[src/rtl/jtgng_prom_loader_pkg.sv]
// Game-wide PROM download map: region constants, bank roles and loader state encoding.
package jtgng_prom_loader_pkg;

    localparam int          AW         = 22;
    localparam logic [21:0] PROM_START = 22'h1_C000;
    localparam int          NPROM      = 8;
    localparam int          PROM_AW    = 8;
    localparam int          DW         = 4;

    localparam int BW = $clog2(NPROM);   // bank-select bits
    localparam int OW = PROM_AW + BW;    // offset bits spanning the whole region
    localparam int CW = OW + 1;          // write counter, one extra bit to hold "full"

    localparam logic [CW-1:0] CNT_FULL = CW'(NPROM << PROM_AW);

    // Bank roles in download order
    localparam int BANK_RED    = 0;
    localparam int BANK_GREEN  = 1;
    localparam int BANK_BLUE   = 2;
    localparam int BANK_CHAR   = 3;
    localparam int BANK_OBJ    = 4;
    localparam int BANK_OBJ_HI = 5;
    localparam int BANK_PRIO   = 6;
    localparam int BANK_TIMING = 7;

    typedef enum logic [1:0] {
        IDLE = 2'd0,
        LOAD = 2'd1,
        DONE = 2'd2
    } loader_state_t;

endpackage

[src/rtl/jtgng_prom_loader_if.sv]
// Download-stream input and PROM write-port output bundle, plus loader debug taps.
// Handshake: one byte is transferred on every clk where ioctl_wr=1 (no back-pressure);
// prom_we is a one-cycle strobe qualifying prom_addr/prom_data, which hold between strobes.
interface jtgng_prom_loader_if;
    import jtgng_prom_loader_pkg::*;

    logic                downloading;
    logic [AW-1:0]       ioctl_addr;
    logic [7:0]          ioctl_data;
    logic                ioctl_wr;

    logic [NPROM-1:0]    prom_we;
    logic [PROM_AW-1:0]  prom_addr;
    logic [DW-1:0]       prom_data;
    logic                loaded;
    logic                done;
    logic                err;

    loader_state_t       state;
    logic [CW-1:0]       cnt;

    modport master (
        output downloading, ioctl_addr, ioctl_data, ioctl_wr,
        input  prom_we, prom_addr, prom_data, loaded, done, err, state, cnt
    );

    modport slave (
        input  downloading, ioctl_addr, ioctl_data, ioctl_wr,
        output prom_we, prom_addr, prom_data, loaded, done, err, state, cnt
    );

endinterface

[src/rtl/jtgng_prom_decode.sv]
// Combinational region decode: in-region flag, bank one-hot, region offset and entry address.
module jtgng_prom_decode
    import jtgng_prom_loader_pkg::*;
(
    input  logic [AW-1:0]      addr,
    output logic               in_region,
    output logic [NPROM-1:0]   bank_oh,
    output logic [OW-1:0]      off,
    output logic [PROM_AW-1:0] entry
);

    localparam logic [63:0] REGION = 64'(NPROM) << PROM_AW;

    logic [AW-1:0] full_off;

    always_comb begin
        full_off  = addr - PROM_START;
        // the lower-bound test catches addresses that wrapped around in the subtraction
        in_region = (addr >= PROM_START) && ({{(64-AW){1'b0}}, full_off} < REGION);
        off       = full_off[OW-1:0];
        entry     = off[PROM_AW-1:0];
        bank_oh   = '0;
        bank_oh[off[OW-1:PROM_AW]] = in_region;
    end

endmodule

[src/rtl/jtgng_prom_loader.sv]
// Routes download bytes in the PROM region to per-bank write strobes and tracks fill progress.
module jtgng_prom_loader
    import jtgng_prom_loader_pkg::*;
(
    input  logic              clk,
    input  logic              rst_n,
    jtgng_prom_loader_if.slave bus
);

    logic               in_region;
    logic [NPROM-1:0]   bank_oh;
    logic [OW-1:0]      off;
    logic [PROM_AW-1:0] entry;

    loader_state_t      state;
    logic [CW-1:0]      cnt;
    logic [OW:0]        exp_off;
    logic [NPROM-1:0]   prom_we;
    logic [PROM_AW-1:0] prom_addr;
    logic [DW-1:0]      prom_data;
    logic               loaded;
    logic               done;
    logic               err;
    logic               accept;

    jtgng_prom_decode u_decode (
        .addr      (bus.ioctl_addr),
        .in_region (in_region),
        .bank_oh   (bank_oh),
        .off       (off),
        .entry     (entry)
    );

    assign accept = (state == LOAD) && bus.ioctl_wr && in_region;

    always_ff @(posedge clk) begin
        if (!rst_n) begin
            state     <= IDLE;
            cnt       <= '0;
            exp_off   <= '0;
            prom_we   <= '0;
            prom_addr <= '0;
            prom_data <= '0;
            loaded    <= 1'b0;
            done      <= 1'b0;
            err       <= 1'b0;
        end else begin
            prom_we <= '0;
            done    <= 1'b0;

            // a byte taken on the last LOAD cycle still strobes while in DONE
            if (accept) begin
                prom_we   <= bank_oh;
                prom_addr <= entry;
                prom_data <= bus.ioctl_data[DW-1:0];
                if (~&cnt) cnt <= cnt + 1'b1;
                if ({1'b0, off} != exp_off) err <= 1'b1;
                exp_off   <= {1'b0, off} + 1'b1;
            end

            case (state)
                IDLE: begin
                    if (bus.downloading) begin
                        state   <= LOAD;
                        cnt     <= '0;
                        exp_off <= '0;
                        loaded  <= 1'b0;
                        err     <= 1'b0;
                    end
                end
                LOAD: begin
                    if (!bus.downloading) state <= DONE;
                end
                DONE: begin
                    // cnt and err already include any byte from the final LOAD cycle
                    done   <= 1'b1;
                    loaded <= (cnt == CNT_FULL) && !err;
                    state  <= IDLE;
                end
                default: state <= IDLE;
            endcase
        end
    end

    assign bus.state     = state;
    assign bus.cnt       = cnt;
    assign bus.prom_we   = prom_we;
    assign bus.prom_addr = prom_addr;
    assign bus.prom_data = prom_data;
    assign bus.loaded    = loaded;
    assign bus.done      = done;
    assign bus.err       = err;

endmodule

[src/flat_wrapper.sv]
// flat-port wrapper written by rule: the top's interface ports become plain ports
module jtgng_prom_loader_flat import jtgng_prom_loader_pkg::*;
  (clk, rst_n, bus_downloading, bus_ioctl_addr, bus_ioctl_data, bus_ioctl_wr, bus_prom_we, bus_prom_addr, bus_prom_data, bus_loaded, bus_done, bus_err, bus_state, bus_cnt);
  jtgng_prom_loader_if bus_i ();
  input  logic clk;
  input  logic rst_n;
  input wire logic [$bits(bus_i.downloading)-1:0] bus_downloading;
  input wire logic [$bits(bus_i.ioctl_addr)-1:0] bus_ioctl_addr;
  input wire logic [$bits(bus_i.ioctl_data)-1:0] bus_ioctl_data;
  input wire logic [$bits(bus_i.ioctl_wr)-1:0] bus_ioctl_wr;
  output wire logic [$bits(bus_i.prom_we)-1:0] bus_prom_we;
  output wire logic [$bits(bus_i.prom_addr)-1:0] bus_prom_addr;
  output wire logic [$bits(bus_i.prom_data)-1:0] bus_prom_data;
  output wire logic [$bits(bus_i.loaded)-1:0] bus_loaded;
  output wire logic [$bits(bus_i.done)-1:0] bus_done;
  output wire logic [$bits(bus_i.err)-1:0] bus_err;
  output wire logic [$bits(bus_i.state)-1:0] bus_state;
  output wire logic [$bits(bus_i.cnt)-1:0] bus_cnt;
  assign bus_i.downloading = bus_downloading;
  assign bus_i.ioctl_addr = bus_ioctl_addr;
  assign bus_i.ioctl_data = bus_ioctl_data;
  assign bus_i.ioctl_wr = bus_ioctl_wr;
  assign bus_prom_we = bus_i.prom_we;
  assign bus_prom_addr = bus_i.prom_addr;
  assign bus_prom_data = bus_i.prom_data;
  assign bus_loaded = bus_i.loaded;
  assign bus_done = bus_i.done;
  assign bus_err = bus_i.err;
  assign bus_state = bus_i.state;
  assign bus_cnt = bus_i.cnt;
  jtgng_prom_loader u_core (.clk(clk), .rst_n(rst_n), .bus(bus_i));
endmodule
[config.mk]
export PLATFORM = sky130hd
export DESIGN_NAME = jtgng_prom_loader_flat
export DESIGN_NICKNAME = d
export VERILOG_FILES = /design/src/rtl/jtgng_prom_loader_pkg.sv /design/src/rtl/jtgng_prom_loader_if.sv /design/src/rtl/jtgng_prom_decode.sv /design/src/rtl/jtgng_prom_loader.sv /design/src/flat_wrapper.sv
export SDC_FILE = /design/constraint.sdc
export NUM_CORES = 1
export LEC_CHECK = 0
export ABC_CLOCK_PERIOD_IN_PS = 8090
export CORE_AREA = 2 2 69 71
export CTS_BUF_LIST = sky130_fd_sc_hd__clkbuf_8
export DETAILED_ROUTE_END_ITERATION = 10
export DIE_AREA = 0 0 71 73
export DONT_BUFFER_PORTS = 1
export GPL_TIMING_DRIVEN = 0
export PLACE_DENSITY = 0.71
export SLEW_MARGIN = 20
export SYNTH_ARGS = -nofsm -noshare
export SYNTH_HDL_FRONTEND = slang
export SYNTH_HIERARCHICAL = 1
export SYNTH_SLANG_ARGS = --single-unit
[constraint.sdc]
create_clock -name clk -period 8.09 [get_ports clk]
set_clock_uncertainty 0.1 [all_clocks]
set_input_delay 1.618 -clock clk [delete_from_list [all_inputs] [get_ports clk]]
set_output_delay 1.618 -clock clk [all_outputs]
set_load 0.005 [all_outputs]
# Word level (Yosys, flattened, before mapping)
# Index checks and enable logic that the tools add are counted.
[totals] regBits=49 latchBits=0 ramBits=0 rom_bits=0 inputBits=34 output_inout_bits=37 memories=0
[op_classes] add_sub_neg=3 n_mul=0 div_mod_pow=0 order_cmp=4 eq_ne=6 shifts=0 n_mux=19 bitwise_logic=1 reduce_logical=12
[op_table] cell="2-to-1 mux 12 bit" count=7
[op_table] cell=">= comparator 22 x 17 -> 1 bit, second input constant" count=1
[op_table] cell="less-than comparator 22 x 12 -> 1 bit, second input constant" count=1
[op_table] cell="subtractor 22 x 17 -> 22 bit, second input constant" count=1
[op_table] cell="adder 11 x 1 -> 12 bit, second input constant" count=1
[op_table] cell="adder 12 x 1 -> 12 bit, second input constant" count=1
[op_table] cell="== test 12 bit, second input constant" count=1
[op_table] cell="!= test 11 x 12 -> 1 bit" count=1
[op_table] cell="AND reduction 12 bit" count=1
[op_table] cell="AND 8 bit" count=1
[op_table] cell="2-to-1 mux 1 bit" count=7
[op_table] cell="AND reduction 2 bit" count=3
[op_table] cell="logical AND 1 bit" count=5
[op_table] cell="less-than comparator 3 x 4 -> 1 bit, second input constant" count=1
[op_table] cell="2-to-1 mux 2 bit" count=2
[op_table] cell="!= test 2 bit, second input constant" count=2
[op_table] cell="one-hot mux 2 bit (2 select lines)" count=1
[op_table] cell="demux 1 bit (select 3 bit)" count=1
[op_table] cell=">= comparator 3 x 1 -> 1 bit, second input constant" count=1
[op_table] cell="== test 2 x 1 -> 1 bit, second input constant" count=1
[op_table] cell="== test 2 bit, second input constant" count=1
[op_table] cell="zero test 2 bit" count=1
[op_table] cell="one-hot mux 1 bit (2 select lines)" count=1
[op_table] cell="nonzero test 2 bit" count=1
[op_table] cell="zero test 1 bit" count=1

# Longest topological paths before layout
[depth] depth_word=7 mapped_depth=8 depth_no_buf=6

# Hierarchy
# The synthesis kept the hierarchy.
[modules_own_cells] module="jtgng_prom_loader" n_inst=1 cells_each=247 area_each_um2=2170.8
[modules_own_cells] module="jtgng_prom_decode" n_inst=1 cells_each=39 area_each_um2=305.3

# Least setup slack after synthesis
# OpenSTA, ideal clock, no wires.
[synth_path] path_kind="input to register" startpoint="input port bus_ioctl_addr[21]" endpoint="register u_core.cnt[5], in the netlist u_core/bus.cnt[5]" arrival_ns=3.557 setup_slack_ns=4.363 cell_stages=7 path_cell_list="or4_4 buf_6 nor4_2 nand4b_2 or2_1 or4_1 a21oi_1"
[synth_between] elab_chain_cells=7 elab_cells_between_ends=8 classes_between="1 x add/sub; 2 x order compare; 3 x mux; 2 x reduce/logical"
[synth_rtl] element="from (decl)" line_no="flat_wrapper.sv:8" text="input wire logic [$bits(bus_i.ioctl_addr)-1:0] bus_ioctl_addr;"
[synth_rtl] element="subtractor 22 x 17 -> 22 bit" line_no="jtgng_prom_decode.sv:17" text="full_off = addr - PROM_START;"
[synth_rtl] element="less-than comparator 22 x 12 -> 1 bit" line_no="jtgng_prom_decode.sv:19" text="in_region = (addr >= PROM_START) && ({{(64-AW){1'b0}}, full_off} < REGION);"
[synth_rtl] element="logical AND 1 bit *" line_no="jtgng_prom_decode.sv:19"
[synth_rtl] element="named net u_core.in_region" line_no="jtgng_prom_loader.sv:10" text="logic in_region;"
[synth_rtl] element="logical AND 1 bit *" line_no="jtgng_prom_loader.sv:34" text="assign accept = (state == LOAD) && bus.ioctl_wr && in_region;"
[synth_rtl] element="2-to-1 mux 12 bit *" line_no="jtgng_prom_loader.sv:52" text="if (accept) begin"
[synth_rtl] element="2-to-1 mux 12 bit" line_no="jtgng_prom_loader.sv:63" text="if (bus.downloading) begin"
[synth_rtl] element="2-to-1 mux 12 bit *" line_no="jtgng_prom_loader.sv:61" text="case (state)"
[synth_rtl] element="to (signal assigned)" line_no="jtgng_prom_loader.sv:56" text="if (~&cnt) cnt <= cnt + 1'b1;"
[synth_rtl] element="to (decl)" line_no="jtgng_prom_loader.sv:16" text="logic [CW-1:0] cnt;"
# The timed path passes the listed nets; every way through them passes the cells marked *.
# A chain may end at the register's enable or synchronous reset.

# Worst setup path after layout
[layout_path] startpoint="input port bus_ioctl_addr[21]" endpoint="register u_core.exp_off[11]"
[layout_between] elab_chain_cells=7 elab_cells_between_ends=8 classes_between="1 x add/sub; 2 x order compare; 3 x mux; 2 x reduce/logical"
[layout_rtl] element="subtractor 22 x 17 -> 22 bit" line_no="jtgng_prom_decode.sv:17"
[layout_rtl] element="less-than comparator 22 x 12 -> 1 bit" line_no="jtgng_prom_decode.sv:19"
[layout_rtl] element="logical AND 1 bit *" line_no="jtgng_prom_decode.sv:19"
[layout_rtl] element="named net u_core.in_region" line_no="jtgng_prom_loader.sv:10"
[layout_rtl] element="logical AND 1 bit *" line_no="jtgng_prom_loader.sv:34"
[layout_rtl] element="2-to-1 mux 12 bit *" line_no="jtgng_prom_loader.sv:52"
[layout_rtl] element="2-to-1 mux 12 bit" line_no="jtgng_prom_loader.sv:63"
[layout_rtl] element="2-to-1 mux 12 bit *" line_no="jtgng_prom_loader.sv:61"
[layout_rtl] element="to (signal assigned)" line_no="jtgng_prom_loader.sv:58" text="exp_off <= {1'b0, off} + 1'b1;"
[layout_rtl] element="to (decl)" line_no="jtgng_prom_loader.sv:17" text="logic [OW:0] exp_off;"
# Marked as above.

==> impl_metrics.py <==
metrics = {
    "layout": {
        "diodes": 0,
        "stdcell_area_mm2": 0.00264,
        "drive_gt1_share_pct": 13.9,
        "nFillCells": 409,
        "syn2layout_area_growth_pct": 6.42,
        "fin_cells": 348,
        "fin_nets": 330,
    },
    "synthesis": {
        "synth_area_mm2": 0.00248,
        "async_flop_share_pct": 0,
        "syn-num-nets": 323,
        "ys_seq_elements": 49,
        "synthTopCellsByArea": "dfxtp_1 (40%), xnor2_1 (6.0%), buf_4 (5.8%)",
        "synth_top_area_share_pct": 39.6,
        "ys_types": 43,
        "synthCells": 286,
        "yosysTopAreaCell": "dfxtp_1",
        "syn_area_per_cell_um2": 8.66,
        "synth-edff-count": 0,
        "ys_warn_count": 6,
        "synthFlopType": "dfxtp_1",
        "yosysSeqAreaShare_pct": 39.6,
    },
    "critical_path": {
        "slowest_stage": "or4_4",
        "worstSetupStartpoint": "bus_ioctl_addr[21]",
        "cp_max_fo": 10,
        "critPathCaptureType": "flip-flop",
        "cpPeakStageDelay_ns": 0.51,
        "r2r_start": "u_core/bus.state[1]$_SDFFE_PN0P_",
        "critPathLaunchType": "primary input",
        "worstPathCellList": "or4_4 -> buf_6 -> nor4_2 -> nand4b_2 -> clkbuf_1 -> clkbuf_1 -> a32oi_1 -> nor2_1",
        "worstPathArrival_ns": 3.74,
        "crit_type": "primary input to flip-flop",
        "path_common_cell": "clkbuf_1",
        "required_ns": 8.18,
    },
    "power_and_ir_drop": {
        "vdd_ir_drop_max_mv": 0.0830,
        "cellLeakagePower_uw": 0.000891,
        "powerDensity_mw_per_mm2": 157,
    },
    "clocking": {
        "cts_tree": "built",
        "cts_buffer_depth": 2,
        "hold_buffers": 0,
        "cts_resized": 0,
        "root_buffer": "clkbuf_8",
        "worstSkewPairLatency_ns": 0.30,
        "cts.sinks": 49,
        "htree_levels": 2,
        "clk_pin_slew_ns": 0.09,
        "cts_buffers": 5,
        "cts_setup_buffers": 0,
    },
    "outcome": {
        "run_status": "finished clean",
    },
    "route": {
        "met3_length_um": 258,
        "drc": 0,
        "wl_per_cell_um": 14.3,
        "vias_per_cell": 5.55,
        "wl_met2_mm": 2.36,
        "top_layer": "met4",
        "drt_iter0_markers": 104,
        "wl_met1_mm": 2.31,
        "vias": 1933,
        "postRouteAntennaNets": 0,
        "drt_first_pass_iters": 4,
        "routed_wl_mm": 4.99,
    },
    "sta": {
        "fin_crit_sh_pct": 45.2,
        "setup_viol": 0,
        "min_period_ns": 3.65,
        "clock.fmax_ghz": 0.274,
        "tightest_slew_ns": 0.648,
        "setup_tns_ns": 0,
        "slew_headroom_pct": 56.5,
        "hold_viol_final": 0,
        "drv_slew": 0,
        "rsz0062_at_grt": "false",
    },
    "placed_design": {
        "placed_area_mm2": 0.00254,
        "globalplace.congestion": 0.803,
        "io_buffers": 0,
        "hpwl_mm": 3.75,
        "dp.cells": 340,
    },
    "floorplanning": {
        "rows": 25,
        "dieWidth_um": 71,
        "die_area_mm2": 0.00518,
        "start_util_pct": 54.6,
        "io_pins": 71,
        "core_area_mm2": 0.00454,
        "fp.dieH_um": 73,
    },
    "global_route": {
        "grt_usage_pct": 20.0,
        "grt_pass1_wl_mm": 8.22,
        "grt_max_degree": 17,
        "antenna_found_initial": 0,
        "grt_overflow_total": 0,
        "first_global_vias": 1797,
    },
    "hold_path": {
        "min-delay-path-class": "flip-flop to flip-flop",
        "hp-start": "u_core/bus.prom_data[0]$_SDFFE_PN0N_",
    },
    "run": {
        "cap_violations": 0,
    },
}
[worst max-delay path: cells and delay by family]
family | cells | cell delay, ns
buffers and inverters | 3 | 0.75
and+or+nand+nor | 4 | 1.12
AOI/OAI and AO/OA | 1 | 0.23
[logic make-up (layout without fill, tap and decap cells)]
kind of cell               Yosys count  count (layout)  share of synthesized area, %
xor gates and xnor gates            24              24                          8.49
adders and majority gates            3               3                          1.52
buffers and inverters               38              46                          9.10
AOI/OAI and AO/OA                   43              43                          11.8
DFF                                 49              49                          39.6
muxes                                2               2                         0.809
and+or+nand+nor                    127             127                          28.7
[layout by cell type, fill, tap and decap left out, drive strengths merged, types with 3 or more instances in the layout]
| master | netlist | routed |
|---|---|---|
| dfxtp | 49 | 49 |
| nand2 | 37 | 37 |
| buf | 23 | 23 |
| nor2 | 19 | 19 |
| xnor2 | 17 | 17 |
| nor4 | 16 | 16 |
| clkbuf | 10 | 15 |
| a21boi | 12 | 12 |
| and3 | 11 | 11 |
| nor3 | 11 | 11 |
| a21oi | 10 | 10 |
| a211oi | 10 | 10 |
| nand4 | 8 | 8 |
| nand3 | 7 | 7 |
| xor2 | 7 | 7 |
| inv | 5 | 5 |
| o21ai | 5 | 5 |
| nand2b | 4 | 4 |
| clkinvlp | 0 | 3 |
| ha | 3 | 3 |
[sequential cells by signal, summed over array words and instances, names as in the netlist]
| register | count |
|---|---|
| u_core/bus.cnt | 12 |
| u_core/exp_off | 12 |
| u_core/bus.prom_addr | 8 |
| u_core/bus.prom_we | 8 |
| u_core/bus.prom_data | 4 |
| u_core/bus.state | 2 |
| u_core/bus.done | 1 |
| u_core/bus.err | 1 |
| u_core/bus.loaded | 1 |
[cell usage after synthesis, types with 2 or more instances]
cell type	number
nor4_2	5
inv_1	5
nor2_1	19
dfxtp_1	49
nor3_1	11
clkbuf_1	10
mux2i_1	2
xnor2_1	17
nand2_1	37
o21ai_0	4
a21oi_1	10
nor4_1	11
buf_2	3
a21boi_1	12
xor2_1	7
a211oi_1	10
or3_1	2
and3_1	11
and4b_1	2
ha_1	3
nand3_1	7
buf_4	19
nand4_1	7
nand2b_1	4
[layer usage]
layer	track usage, %	vias up
met2	33.3	46
met1	25.1	876
met5	0	-
met4	6.50	0
met3	5.52	6
li1	-	1005
[path summary, 6_finish.rpt]
path / end / slack (ns) / depth (start not counted)
setup / recovery: u_core/exp_off[11]$_SDFF_PN0_ / 4.44 / 8
hold / removal: u_core/bus.prom_data[0]$_SDFFE_PN0N_ / 0.38 / 2
setup reg to reg: u_core/bus.prom_addr[7]$_SDFFE_PN0N_ / 6.19 / 5
hold reg to reg: u_core/bus.prom_data[0]$_SDFFE_PN0N_ / 0.38 / 2
[layout make-up]
| type | instances | area, um^2 | area share, % |
|---|---|---|---|
| clock inverters | 3 | 22.5 | 0.855 |
| multi-input cells | 199 | 1270 | 48.2 |
| clock buffers | 5 | 68.8 | 2.61 |
| flip-flops and latches | 49 | 981 | 37.2 |
| well taps | 54 | 67.6 | 2.56 |
| inverters | 5 | 18.8 | 0.712 |
| plain buffers | 33 | 206 | 7.83 |
[per-stage QoR]
step	hold slack, ns	power (uW)	setup slack [ns]	util [%]
detailed placement	0.365	277	4.05	56.1
global route	0.397	433	4.28	58.1
global placement	0.354	277	4.07	56.1
CTS	0.378	422	4.39	58.1
finish	0.375	415	4.44	58.1
floorplan	0.348	272	4.36	-
[where the power goes]
group,switching (uW),internal (uW),leakage [uW],total [uW]
Clock,83.1,60.7,0.0000364,144
Sequential,0.827,241,0.000395,242
Combinational,14.5,14.3,0.000460,28.8
Total,98.4,316,0.000891,415
Power figures use the tool's default switching activity.
